`src/rtl/pwm_pkg.sv`:
```
// Shared types, constants and helpers for the PWM output stage.
// The optional duty shadow register is enabled with the PWM_DUTY_SHADOW_EN macro.
package pwm_pkg;

    localparam int            PWM_CNT_W = 8;
    localparam logic [7:0]    DUTY_FULL = 8'hFF;
    localparam int            NUM_OUT   = 16;

    typedef logic [PWM_CNT_W-1:0] pwm_cnt_t;
    typedef logic [NUM_OUT-1:0]   out_vec_t;

    // Full-scale duty forces constant high so 0xFF really means 100 %.
    function automatic logic pwm_compare(input pwm_cnt_t cnt, input pwm_cnt_t duty);
        logic raw;
        if (duty == DUTY_FULL) begin
            raw = 1'b1;
        end else begin
            raw = (cnt < duty);
        end
        return raw;
    endfunction

    function automatic out_vec_t out_mux(input out_vec_t en_out,
                                         input out_vec_t en_pwm,
                                         input logic     raw);
        return en_out & (~en_pwm | {NUM_OUT{raw}});
    endfunction

endpackage

```
`src/rtl/pwm_output_stage_if.sv`:
```
// Register-bank to output-stage bundle: configuration registers in, chip outputs back.
interface pwm_output_stage_if;
    import pwm_pkg::*;

    logic [7:0] en_reg_out_7_0;
    logic [7:0] en_reg_out_15_8;
    logic [7:0] en_reg_pwm_7_0;
    logic [7:0] en_reg_pwm_15_8;
    logic [7:0] pwm_duty_cycle;
    out_vec_t   out;
    logic       period_start;

    modport master (
        output en_reg_out_7_0, en_reg_out_15_8, en_reg_pwm_7_0, en_reg_pwm_15_8,
               pwm_duty_cycle,
        input  out, period_start
    );

    modport slave (
        input  en_reg_out_7_0, en_reg_out_15_8, en_reg_pwm_7_0, en_reg_pwm_15_8,
               pwm_duty_cycle,
        output out, period_start
    );

endinterface

```
`src/rtl/pwm_timebase.sv`:
```
// PWM timebase: clock prescaler feeding a free-running 8-bit period counter,
// plus the registered period_start pulse one clk after each 255->0 wrap.
module pwm_timebase
    import pwm_pkg::*;
#(
    parameter int PRESCALE_DIV = 13
) (
    input  logic     clk,
    input  logic     rst_n,
    output pwm_cnt_t o_pwm_cnt,
    output logic     o_tick,
    output logic     o_wrap,
    output logic     o_period_start
);

    localparam int PW = (PRESCALE_DIV > 1) ? $clog2(PRESCALE_DIV) : 1;
    typedef logic [PW-1:0] presc_t;

    localparam presc_t   PRESC_MAX  = presc_t'(PRESCALE_DIV - 1);
    localparam presc_t   PRESC_ZERO = presc_t'(0);
    localparam presc_t   PRESC_ONE  = presc_t'(1);
    localparam pwm_cnt_t CNT_ZERO   = pwm_cnt_t'(0);
    localparam pwm_cnt_t CNT_ONE    = pwm_cnt_t'(1);
    localparam pwm_cnt_t CNT_LAST   = pwm_cnt_t'(255);

    presc_t   r_presc;
    presc_t   w_presc_nxt;
    pwm_cnt_t r_cnt;
    pwm_cnt_t w_cnt_nxt;
    logic     r_period_start;
    logic     w_tick;
    logic     w_wrap;

    // Next-state for prescaler and period counter; the counter wraps by overflow.
    always_comb begin
        w_tick      = (r_presc == PRESC_MAX);
        w_wrap      = w_tick && (r_cnt == CNT_LAST);
        w_presc_nxt = r_presc;
        w_cnt_nxt   = r_cnt;
        if (w_tick) begin
            w_presc_nxt = PRESC_ZERO;
            w_cnt_nxt   = r_cnt + CNT_ONE;
        end else begin
            w_presc_nxt = r_presc + PRESC_ONE;
            w_cnt_nxt   = r_cnt;
        end
    end

    // Timebase state and the registered period boundary pulse.
    always_ff @(posedge clk or negedge rst_n) begin
        if (!rst_n) begin
            r_presc        <= PRESC_ZERO;
            r_cnt          <= CNT_ZERO;
            r_period_start <= 1'b0;
        end else begin
            r_presc        <= w_presc_nxt;
            r_cnt          <= w_cnt_nxt;
            r_period_start <= w_wrap;
        end
    end

    assign o_pwm_cnt      = r_cnt;
    assign o_tick         = w_tick;
    assign o_wrap         = w_wrap;
    assign o_period_start = r_period_start;

endmodule

```
`src/rtl/pwm_output_stage.sv`:
```
// PWM output stage: drives 16 outputs low, static high or from one shared PWM waveform.
// Define PWM_DUTY_SHADOW_EN to latch the duty code only at period boundaries.
module pwm_output_stage
    import pwm_pkg::*;
#(
    parameter int PRESCALE_DIV = 13
) (
    input  logic               clk,
    input  logic               rst_n,
    pwm_output_stage_if.slave  bus
);

    pwm_cnt_t w_pwm_cnt;
    pwm_cnt_t w_duty_active;
    logic     w_tick;
    logic     w_wrap;
    logic     w_period_start;
    logic     w_pwm_raw;
    out_vec_t w_en_out;
    out_vec_t w_en_pwm;
    out_vec_t r_out;

    pwm_timebase #(
        .PRESCALE_DIV (PRESCALE_DIV)
    ) u_timebase (
        .clk            (clk),
        .rst_n          (rst_n),
        .o_pwm_cnt      (w_pwm_cnt),
        .o_tick         (w_tick),
        .o_wrap         (w_wrap),
        .o_period_start (w_period_start)
    );

`ifdef PWM_DUTY_SHADOW_EN
    pwm_cnt_t r_duty_active;
    logic     w_unused_wrap;

    assign w_unused_wrap = w_wrap;

    // Shadow duty: a new code only takes effect at the next period boundary.
    always_ff @(posedge clk or negedge rst_n) begin
        if (!rst_n) begin
            r_duty_active <= 8'h00;
        end else if (w_tick && (w_pwm_cnt == DUTY_FULL)) begin
            r_duty_active <= bus.pwm_duty_cycle;
        end else begin
            r_duty_active <= r_duty_active;
        end
    end

    assign w_duty_active = r_duty_active;
`else
    logic w_unused_timebase;

    assign w_unused_timebase = w_tick | w_wrap;
    assign w_duty_active     = bus.pwm_duty_cycle;
`endif

    assign w_en_out  = {bus.en_reg_out_15_8, bus.en_reg_out_7_0};
    assign w_en_pwm  = {bus.en_reg_pwm_15_8, bus.en_reg_pwm_7_0};
    assign w_pwm_raw = pwm_compare(w_pwm_cnt, w_duty_active);

    // Output register: every bit samples the same raw waveform, so PWM bits switch together.
    always_ff @(posedge clk or negedge rst_n) begin
        if (!rst_n) begin
            r_out <= 16'h0000;
        end else begin
            r_out <= out_mux(w_en_out, w_en_pwm, w_pwm_raw);
        end
    end

    assign bus.out          = r_out;
    assign bus.period_start = w_period_start;

endmodule

```
`src/flat_wrapper.sv`:
```
// flat-port wrapper written by rule: the top's interface ports become plain ports
module pwm_output_stage_flat import pwm_pkg::*;
#(
    parameter int PRESCALE_DIV = 13
)
  (clk, rst_n, bus_en_reg_out_7_0, bus_en_reg_out_15_8, bus_en_reg_pwm_7_0, bus_en_reg_pwm_15_8, bus_pwm_duty_cycle, bus_out, bus_period_start);
  pwm_output_stage_if bus_i ();
  input  logic clk;
  input  logic rst_n;
  input wire logic [$bits(bus_i.en_reg_out_7_0)-1:0] bus_en_reg_out_7_0;
  input wire logic [$bits(bus_i.en_reg_out_15_8)-1:0] bus_en_reg_out_15_8;
  input wire logic [$bits(bus_i.en_reg_pwm_7_0)-1:0] bus_en_reg_pwm_7_0;
  input wire logic [$bits(bus_i.en_reg_pwm_15_8)-1:0] bus_en_reg_pwm_15_8;
  input wire logic [$bits(bus_i.pwm_duty_cycle)-1:0] bus_pwm_duty_cycle;
  output wire logic [$bits(bus_i.out)-1:0] bus_out;
  output wire logic [$bits(bus_i.period_start)-1:0] bus_period_start;
  assign bus_i.en_reg_out_7_0 = bus_en_reg_out_7_0;
  assign bus_i.en_reg_out_15_8 = bus_en_reg_out_15_8;
  assign bus_i.en_reg_pwm_7_0 = bus_en_reg_pwm_7_0;
  assign bus_i.en_reg_pwm_15_8 = bus_en_reg_pwm_15_8;
  assign bus_i.pwm_duty_cycle = bus_pwm_duty_cycle;
  assign bus_out = bus_i.out;
  assign bus_period_start = bus_i.period_start;
  pwm_output_stage #(.PRESCALE_DIV(PRESCALE_DIV)) u_core (.clk(clk), .rst_n(rst_n), .bus(bus_i));
endmodule
```
`config.mk`:
```
export PLATFORM = sky130hd
export DESIGN_NAME = pwm_output_stage_flat
export DESIGN_NICKNAME = d
export VERILOG_FILES = /design/src/rtl/pwm_pkg.sv /design/src/rtl/pwm_output_stage_if.sv /design/src/rtl/pwm_timebase.sv /design/src/rtl/pwm_output_stage.sv /design/src/flat_wrapper.sv
export SDC_FILE = /design/constraint.sdc
export NUM_CORES = 1
export LEC_CHECK = 0
export BUFFER_PORTS_ARGS = -buffer_cell sky130_fd_sc_hd__buf_2
export CORE_UTILIZATION = 42
export DETAILED_ROUTE_END_ITERATION = 12
export PLACE_DENSITY = 0.73
export SYNTH_ARGS = -nofsm -noshare
export SYNTH_HDL_FRONTEND = slang
export SYNTH_SLANG_ARGS = --single-unit
```
`constraint.sdc`:
```
create_clock -name clk -period 2.1 [get_ports clk]
set_clock_uncertainty 0.15 [all_clocks]
set_input_delay 0 -clock clk [delete_from_list [all_inputs] [get_ports clk]]
set_output_delay 0 -clock clk [all_outputs]
set_load 0.1 [all_outputs]
```
# Word-level counts from Yosys, hierarchy flattened
# Index checks and enable logic that the tools add are counted.
classes:
  shift: 0
  n_lt_le_gt_ge: 1
  mux: 2
  div_mod_pow: 0
  mul: 0
  n_reduce_logical: 1
  eq_ne: 3
  n_bitwise: 3
  add_sub_neg: 2
ops:
  columns: ["cell", "n"]
  rows:
  - ["$and 16x16->16", 1]
  - ["$eq 8x8->1 const B", 2]
  - ["$not 16->16", 1]
  - ["$or 16x16->16", 1]
  - ["$add 8x1->8 const B", 1]
  - ["$lt 8x8->1", 1]
  - ["$add 4x1->4 const B", 1]
  - ["$eq 4x4->1 const B", 1]
  - ["$mux 4", 1]
  - ["$logic_and 1x1->1", 1]
  - ["$mux 1", 1]
totals:
  romBits: 0
  register_bits: 29
  latch_bits: 0
  memories: 0
  ramBits: 0
  wordCells: 16

# Logic depth before layout (Yosys ltp)
# Gate-level depths: netlist of the first run.
depth:
  depth_word: 4
  depth_mapped: 7

# Cells and area by module
# Synthesis of the first run repeated with hierarchy kept, for this count alone.
hier_totals:
  hier_cells: 109
  hier_area_um2: 1350.0
by_module_without_submodules:
  columns: ["mod", "area_per_inst_um2", "seq_area_each_um2", "instances", "cells_per_inst"]
  rows:
  - ["pwm_output_stage", 790.8, 400.4, 1, 60]
  - ["pwm_timebase", 559.3, 325.3, 1, 49]

# Worst setup path before layout of the first run
# OpenSTA, ideal clock, no wires.
synth_timing:
  path_type: "reg-to-reg"
  start: "register u_core.u_timebase.r_cnt[5] (netlist: u_core.u_timebase.o_pwm_cnt[5])"
  end: "register u_core.r_out[10] (netlist: u_core.bus.out[10])"
  setup_slack_ns: 0.215
  setup_ns: 0.122
  period_less_slack_ns: 1.885
  arrival_time_ns: 1.613
  stages_incl_launch_ff: 7
  required_ns: 1.828
  path_buffers: 1
  cell_sequence: "dfrtp_1 > ha_1 > and4_2 > o21ai_2 > o32ai_2 > buf_6 > a21boi_2"
synth_between:
  elab_chain_len: 4
synth_rtl:
  columns: ["item", "line", "source"]
  rows:
  - ["from (decl)", "pwm_timebase.sv:28", "pwm_cnt_t r_cnt;"]
  - ["from (signal assigned)", "pwm_timebase.sv:57", "r_cnt <= w_cnt_nxt;"]
  - ["$lt 8x8->1", "pwm_pkg.sv:18", "raw = (cnt < duty);"]
  - ["$mux 1", "pwm_pkg.sv:15", "if (duty == DUTY_FULL) begin"]
  - ["$or 16x16->16", "pwm_pkg.sv:26", "return en_out & (~en_pwm | {NUM_OUT{raw}});"]
  - ["$and 16x16->16", "pwm_pkg.sv:26", null]
  - ["to (signal assigned)", "pwm_output_stage.sv:68", "r_out <= out_mux(w_en_out, w_en_pwm, w_pwm_raw);"]
  - ["to (decl)", "pwm_output_stage.sv:21", "out_vec_t r_out;"]
# Every way passes these cells.
# A chain may end at the register's enable or synchronous reset.

# Worst setup path in the final report of the first run
layout_timing:
  start: "register u_core.u_timebase.r_cnt[5] (netlist: u_core.u_timebase.o_pwm_cnt[5])"
  end: "register u_core.r_out[4] (netlist: u_core.bus.out[4])"
# Same word-level chain as after synthesis.

==> results of run 1 <==
[per-layer routing]
layer,vias up,track usage [%]
li1,567,-
met1,545,25.43
met2,46,41.72
met3,10,7.033
met4,0,12.24
met5,-,0
[synthesized netlist by cell type]
master	number
and3_1	2
o21a_1	1
and4_2	1
nand2b_4	1
buf_6	1
nor3_1	1
ha_1	10
a41o_2	1
a21boi_2	10
o21ai_2	1
o21ai_0	1
o32ai_2	1
nor2_1	6
a21oi_1	2
dfrtp_1	29
mux2_2	1
xnor2_1	6
a21boi_0	6
inv_1	11
xor2_1	2
a21o_1	1
nand2_1	3
nand3_1	1
o41ai_1	1
buf_2	1
nand4_1	5
a2111oi_4	1
[power breakdown]
group / leakage, nW / total [mW] / internal, mW / switching [mW]
combinational: 0.651 / 0.276 / 0.0976 / 0.178
sequential: 0.348 / 0.578 / 0.574 / 0.00413
clock: 0.0455 / 0.471 / 0.284 / 0.187
total: 1.04 / 1.32 / 0.955 / 0.369
[flip-flops by register name, indices dropped and copies added (netlist names)]
register / cells
u_core.u_timebase.r_presc: 4
u_core.u_timebase.o_pwm_cnt: 8
u_core.u_timebase.o_period_start: 1
u_core.bus.out: 16
[layout make-up]
type	instances	share of cell area, %
repair buffers	92	30.14
multi-input cells	65	27.19
inverters	11	1.942
clock buffers	7	2.590
flip-flops and latches	29	34.14
clock inverters	1	1.413
well taps	44	2.590
[repair_timing]
action                    4_1_cts  5_1_grt
hold endpoints to repair       45        0
hold buffers                   33        0
resized for setup               0        0
[per-stage QoR]
stage               setup slack [ps]  power, mW  utilization (%)  cells  cell area [sq um]
floorplan                      215.4     0.7395                -    107               1361
global placement               242.7     0.8096            56.02    208               1710
detailed placement             174.0     0.8136            56.02    208               1710
CTS                            154.5      1.330            69.63    249               2126
global route                   58.33      1.377            69.63    249               2126
finish                         156.2      1.325            69.63    249               2126
[cells by family (layout without fill, tap and decap cells)]
logic type	count (synthesis)	in the layout
buf+inv	13	111
flops	29	29
simple gates	20	20
compound gates	26	26
xor+xnor	8	8
fa+ha+maj	10	10
mux	1	1
[how the worst max path moves through the flow]
| stage | start | end | slack [ps] |
|---|---|---|---|
| 2_1_floorplan | u_core.u_timebase.o_pwm_cnt[5] | u_core.bus.out[10] | 220 |
| 3_3_place_gp | u_core.u_timebase.o_pwm_cnt[5] | u_core.bus.out[2] | 240 |
| 3_5_place_dp | u_core.u_timebase.o_pwm_cnt[5] | u_core.bus.out[3] | 170 |
| 4_1_cts | u_core.u_timebase.o_pwm_cnt[5] | u_core.bus.out[3] | 150 |
| 5_1_grt | u_core.u_timebase.o_pwm_cnt[5] | u_core.bus.out[4] | 60 |
| 6_report | u_core.u_timebase.o_pwm_cnt[5] | u_core.bus.out[4] | 160 |
==> results.toml, run 1 <==
[logic_synthesis]
yosys.area.top_type_share_pct = 53.31
syn_area_per_cell_sq_um = 12.72
synth_cells = 107
synth_top_area_cell = "dfrtp_1"
ys_types = 27
yosysWarnings = 0
synth_nets = 159
synth_fa_ha_area_share_pct = 9.191
seq_area_frac_synth_pct = 53.31
synth_xor_area_share_pct = 5.147
synth-compound-area-share_pct = 19.12
yosys.area_share.simple_pct = 8.180
synth_top_family_by_area = "compound AO/OA/AOI/OAI gates"
ys_seq_elements = 29
syn-cell-area_sq_um = 1361
muxShareOfSynthArea_pct = 0.8272
synth.area.top_cells = "dfrtp_1 53%, ha_1 9.2%, a21boi_2 8.3%"

[power]
cellLeakagePower_nw = 1.045
ir_worst_vdd_uv = 426.3
powerDensity_nw_per_um2 = 623.1

[die]
ios = 59
core-area_sq_um = 3053
rows = 20
die_y_um = 58.93
start_util_pct = 44.59
die_area_sq_um = 3473
die_w_um = 58.93

[setup_path]
crit_required_ps = 2160
critPathMaxStageDelay_ps = 430
reg2reg_depth = 6
cp_data_arrival_time_ps = 2000
worst-path-max-fanout = 16
cp_num_cells = 6
ff2ff_setup_slack_ps = 160
critPathBufInv = 1
critPathLaunchType = "flip-flop"
timing.rr.start = "u_core.u_timebase.o_pwm_cnt[5]"
critPathKind = "flip-flop to flip-flop"
cp_top_family = "compound AO/OA/AOI/OAI gates"
regToRegEndpoint = "u_core.bus.out[4]"
worst_path_max_delay_cell = "dfrtp_1"
crit_chain = "ha_1 -> and4_2 -> o21ai_2 -> o32ai_2 -> buf_12 -> a21boi_0"
end_kind = "flip-flop"

[sta]
worst_pin_slew_ps = 623.3
max_slew_margin_pct = 58.45
setup_viol = 0
slew_viol_final = 0
finalSetupTns_ps = 0
max_freq_mhz = 514.5
hold_viol_final = 0
rsz0062_at_grt = "false"
period_share_pct = 92.56
timing.hold.ws_ps = 75.41
fin_crit_ps = 1944

[clock_network]
clockBufferDepth = 2
clkLatencyLatePin_ps = 320
root_buffer = "clkbuf_4"
cts_tree = "built"
cts_buffers = 5
htree_levels = 2
cts_sinks = 29
clk_pin_slew_ps = 90
cts_setup_buffers = 0

[routing]
routed-wl-met2_um = 1790
top_layer = "met4"
drt-pass1-iter-count = 4
met1_length_um = 1317
wl_per_cell_um = 13.76
vias_per_cell = 4.691
wirelength_um = 3426
ant_nets = 0
vias = 1168
drc = 0
wl_met3_um = 230
drtIter0Drc = 27

[place]
io_buffer_count = 58
routabilityCongestion = 0.7787
place_hpwl_um = 2001

[global_route]
grt_max_degree = 30
grt_pass1_vias = 1286
gr-total-overflow = 0
grt_pass1_wl_um = 5858
grtUsageTotal_pct = 23.63
antenna_found_initial = 0

[finish]
antenna_cells = 0
drive_above_1_share_pct = 40.49
regArea_sq_um = 725.7
layout.nets = 256
mostFrequentLayoutCell = "buf_2"
synthToLayoutAreaGrowth_pct = 56.16
multi_input_area_sq_um = 578.1
layout_common_cells = "58 x buf_2, 33 x dlygate4sd3_1, 29 x dfrtp_1, 11 x inv_1"
nFillCells = 236

[job]
maxCapViolCount = 0

[status]
status = "completed"

[hold_path]
hold_class = "primary input to async pin"
(Power assumes the default switching activity.)
==> run 2, diff against run 1 <==
GPL_TIMING_DRIVEN = 0   (was unset)
==> results.toml, run 2 (synthesis gave the netlist of run 1 again) <==
[die]
die_y_um = 58.93
die_w_um = 58.93
die_area_sq_um = 3473
ios = 59
start_util_pct = 44.59
core-area_sq_um = 3053
rows = 20

[routing]
met1_length_um = 1137
drtIter0Drc = 24
drt-pass1-iter-count = 3
ant_nets = 0
drc = 0
wl_met3_um = 226
wirelength_um = 3267
wl_per_cell_um = 13.12
top_layer = "met4"
vias = 1173
routed-wl-met2_um = 1820
vias_per_cell = 4.711

[global_route]
grt_max_degree = 30
grt_pass1_vias = 1269
grt_pass1_wl_um = 5333
antenna_found_initial = 0
grtUsageTotal_pct = 21.78
gr-total-overflow = 0

[sta]
fin_crit_ps = 1997
max_slew_margin_pct = 59.53
period_share_pct = 95.10
rsz0062_at_grt = "false"
hold_viol_final = 0
max_freq_mhz = 500.7
worst_pin_slew_ps = 607.1
setup_viol = 0
timing.hold.ws_ps = 73.18
slew_viol_final = 0

[finish]
synthToLayoutAreaGrowth_pct = 55.51
layout.nets = 257
antenna_cells = 0
layout_common_cells = "59 x buf_2, 33 x dlygate4sd3_1, 28 x dfrtp_1, 11 x inv_1, 10 x a21boi_2"
largest_reg_flops = 16
mostFrequentLayoutCell = "buf_2"
drive_above_1_share_pct = 41.46

[clock_network]
cts_tree = "built"
clk_pin_slew_ps = 90
htree_levels = 2
cts_setup_buffers = 0
cts_sinks = 29
clkLatencyLatePin_ps = 320
cts_buffers = 5
root_buffer = "clkbuf_4"
clockBufferDepth = 2

[status]
status = "completed"

[place]
io_buffer_count = 58
routabilityCongestion = 0.7384
place_hpwl_um = 2003

[setup_path]
critPathBufInv = 1
worst_path_max_delay_cell = "dfrtp_1"
crit_required_ps = 2160
cp_data_arrival_time_ps = 2060
critPathMaxStageDelay_ps = 420
cp_top_family = "compound AO/OA/AOI/OAI gates"
end_kind = "flip-flop"
worst-path-max-fanout = 10
critPathLaunchType = "flip-flop"
critPathKind = "flip-flop to flip-flop"
crit_chain = "ha_1 -> and4_2 -> o21ai_2 -> o32ai_4 -> buf_6 -> a21boi_2"

[power]
cellLeakagePower_nw = 1.031
ir_worst_vdd_uv = 536.6
powerDensity_nw_per_um2 = 561.4
power_mw = 1.188

[job]
maxCapViolCount = 0

[hold_path]
hold_class = "primary input to async pin"
==> run 2: metrics by stage <==
step | instances | cell area (sq um) | setup TNS, ps | utilization (%) | worst slack (ps)
6_report | 249 | 2117 | 0 | 69.34 | 102.8
3_3_place_gp | 209 | 1707 | 0 | 55.90 | 16.56
4_1_cts | 249 | 2103 | 0 | 68.89 | 63.17
5_1_grt | 249 | 2117 | 0 | 69.34 | 12.73
2_1_floorplan | 107 | 1361 | 0 | - | 215.4
3_5_place_dp | 209 | 1707 | -416.0 | 55.90 | -47.09
==> run 2: cell type report <==
type | count | area [sq um]
repair buffers | 91 | 620.6
inverters | 11 | 41.29
multi-input cells | 65 | 601.8
fillers | 213 | 935.9
plain buffers | 2 | 16.27
clock buffers | 7 | 55.05
flip-flops and latches | 29 | 726.9
well taps | 44 | 55.05
==> run 2: report_power, final <==
group / switching (mW) / internal (mW)
Combinational: 0.178 / 0.0978
Sequential: 0.00405 / 0.574
Clock: 0.177 / 0.158
==> run 2: worst paths after layout <==
check / slack [ps] / to / startpoint / cells after the start
setup / recovery: 100 / u_core.bus.out[5] / u_core.u_timebase.o_pwm_cnt[6] / 6
hold / removal: 70 / u_core.u_timebase.r_presc[0] / rst_n / 2
setup reg to reg: 100 / u_core.bus.out[5] / u_core.u_timebase.o_pwm_cnt[6] / 6
hold reg to reg: 360 / u_core.u_timebase.r_presc[3] / u_core.u_timebase.r_presc[3] / 1
max in group asynchronous: 1290 / u_core.u_timebase.o_pwm_cnt[5] / rst_n / 2
min in group clk: 170 / u_core.bus.out[0] / bus_pwm_duty_cycle[6] / 5
==> run 2: layer usage <==
metal | global-route usage (%) | vias up
met5 | 0 | -
met4 | 9.184 | 0
met3 | 8.352 | 10
met2 | 41.56 | 45
met1 | 20.35 | 551
li1 | - | 567
==> run 2: repair_timing <==
| action | CTS | global route |
|---|---|---|
| hold endpoints to repair | 45 | 0 |
| hold buffers | 33 | 0 |
| pin swaps | 0 | 1 |
| gates resized for setup | 1 | 2 |
| gates cloned | 0 | 0 |
| endpoints found under the setup margin | 11 | 10 |
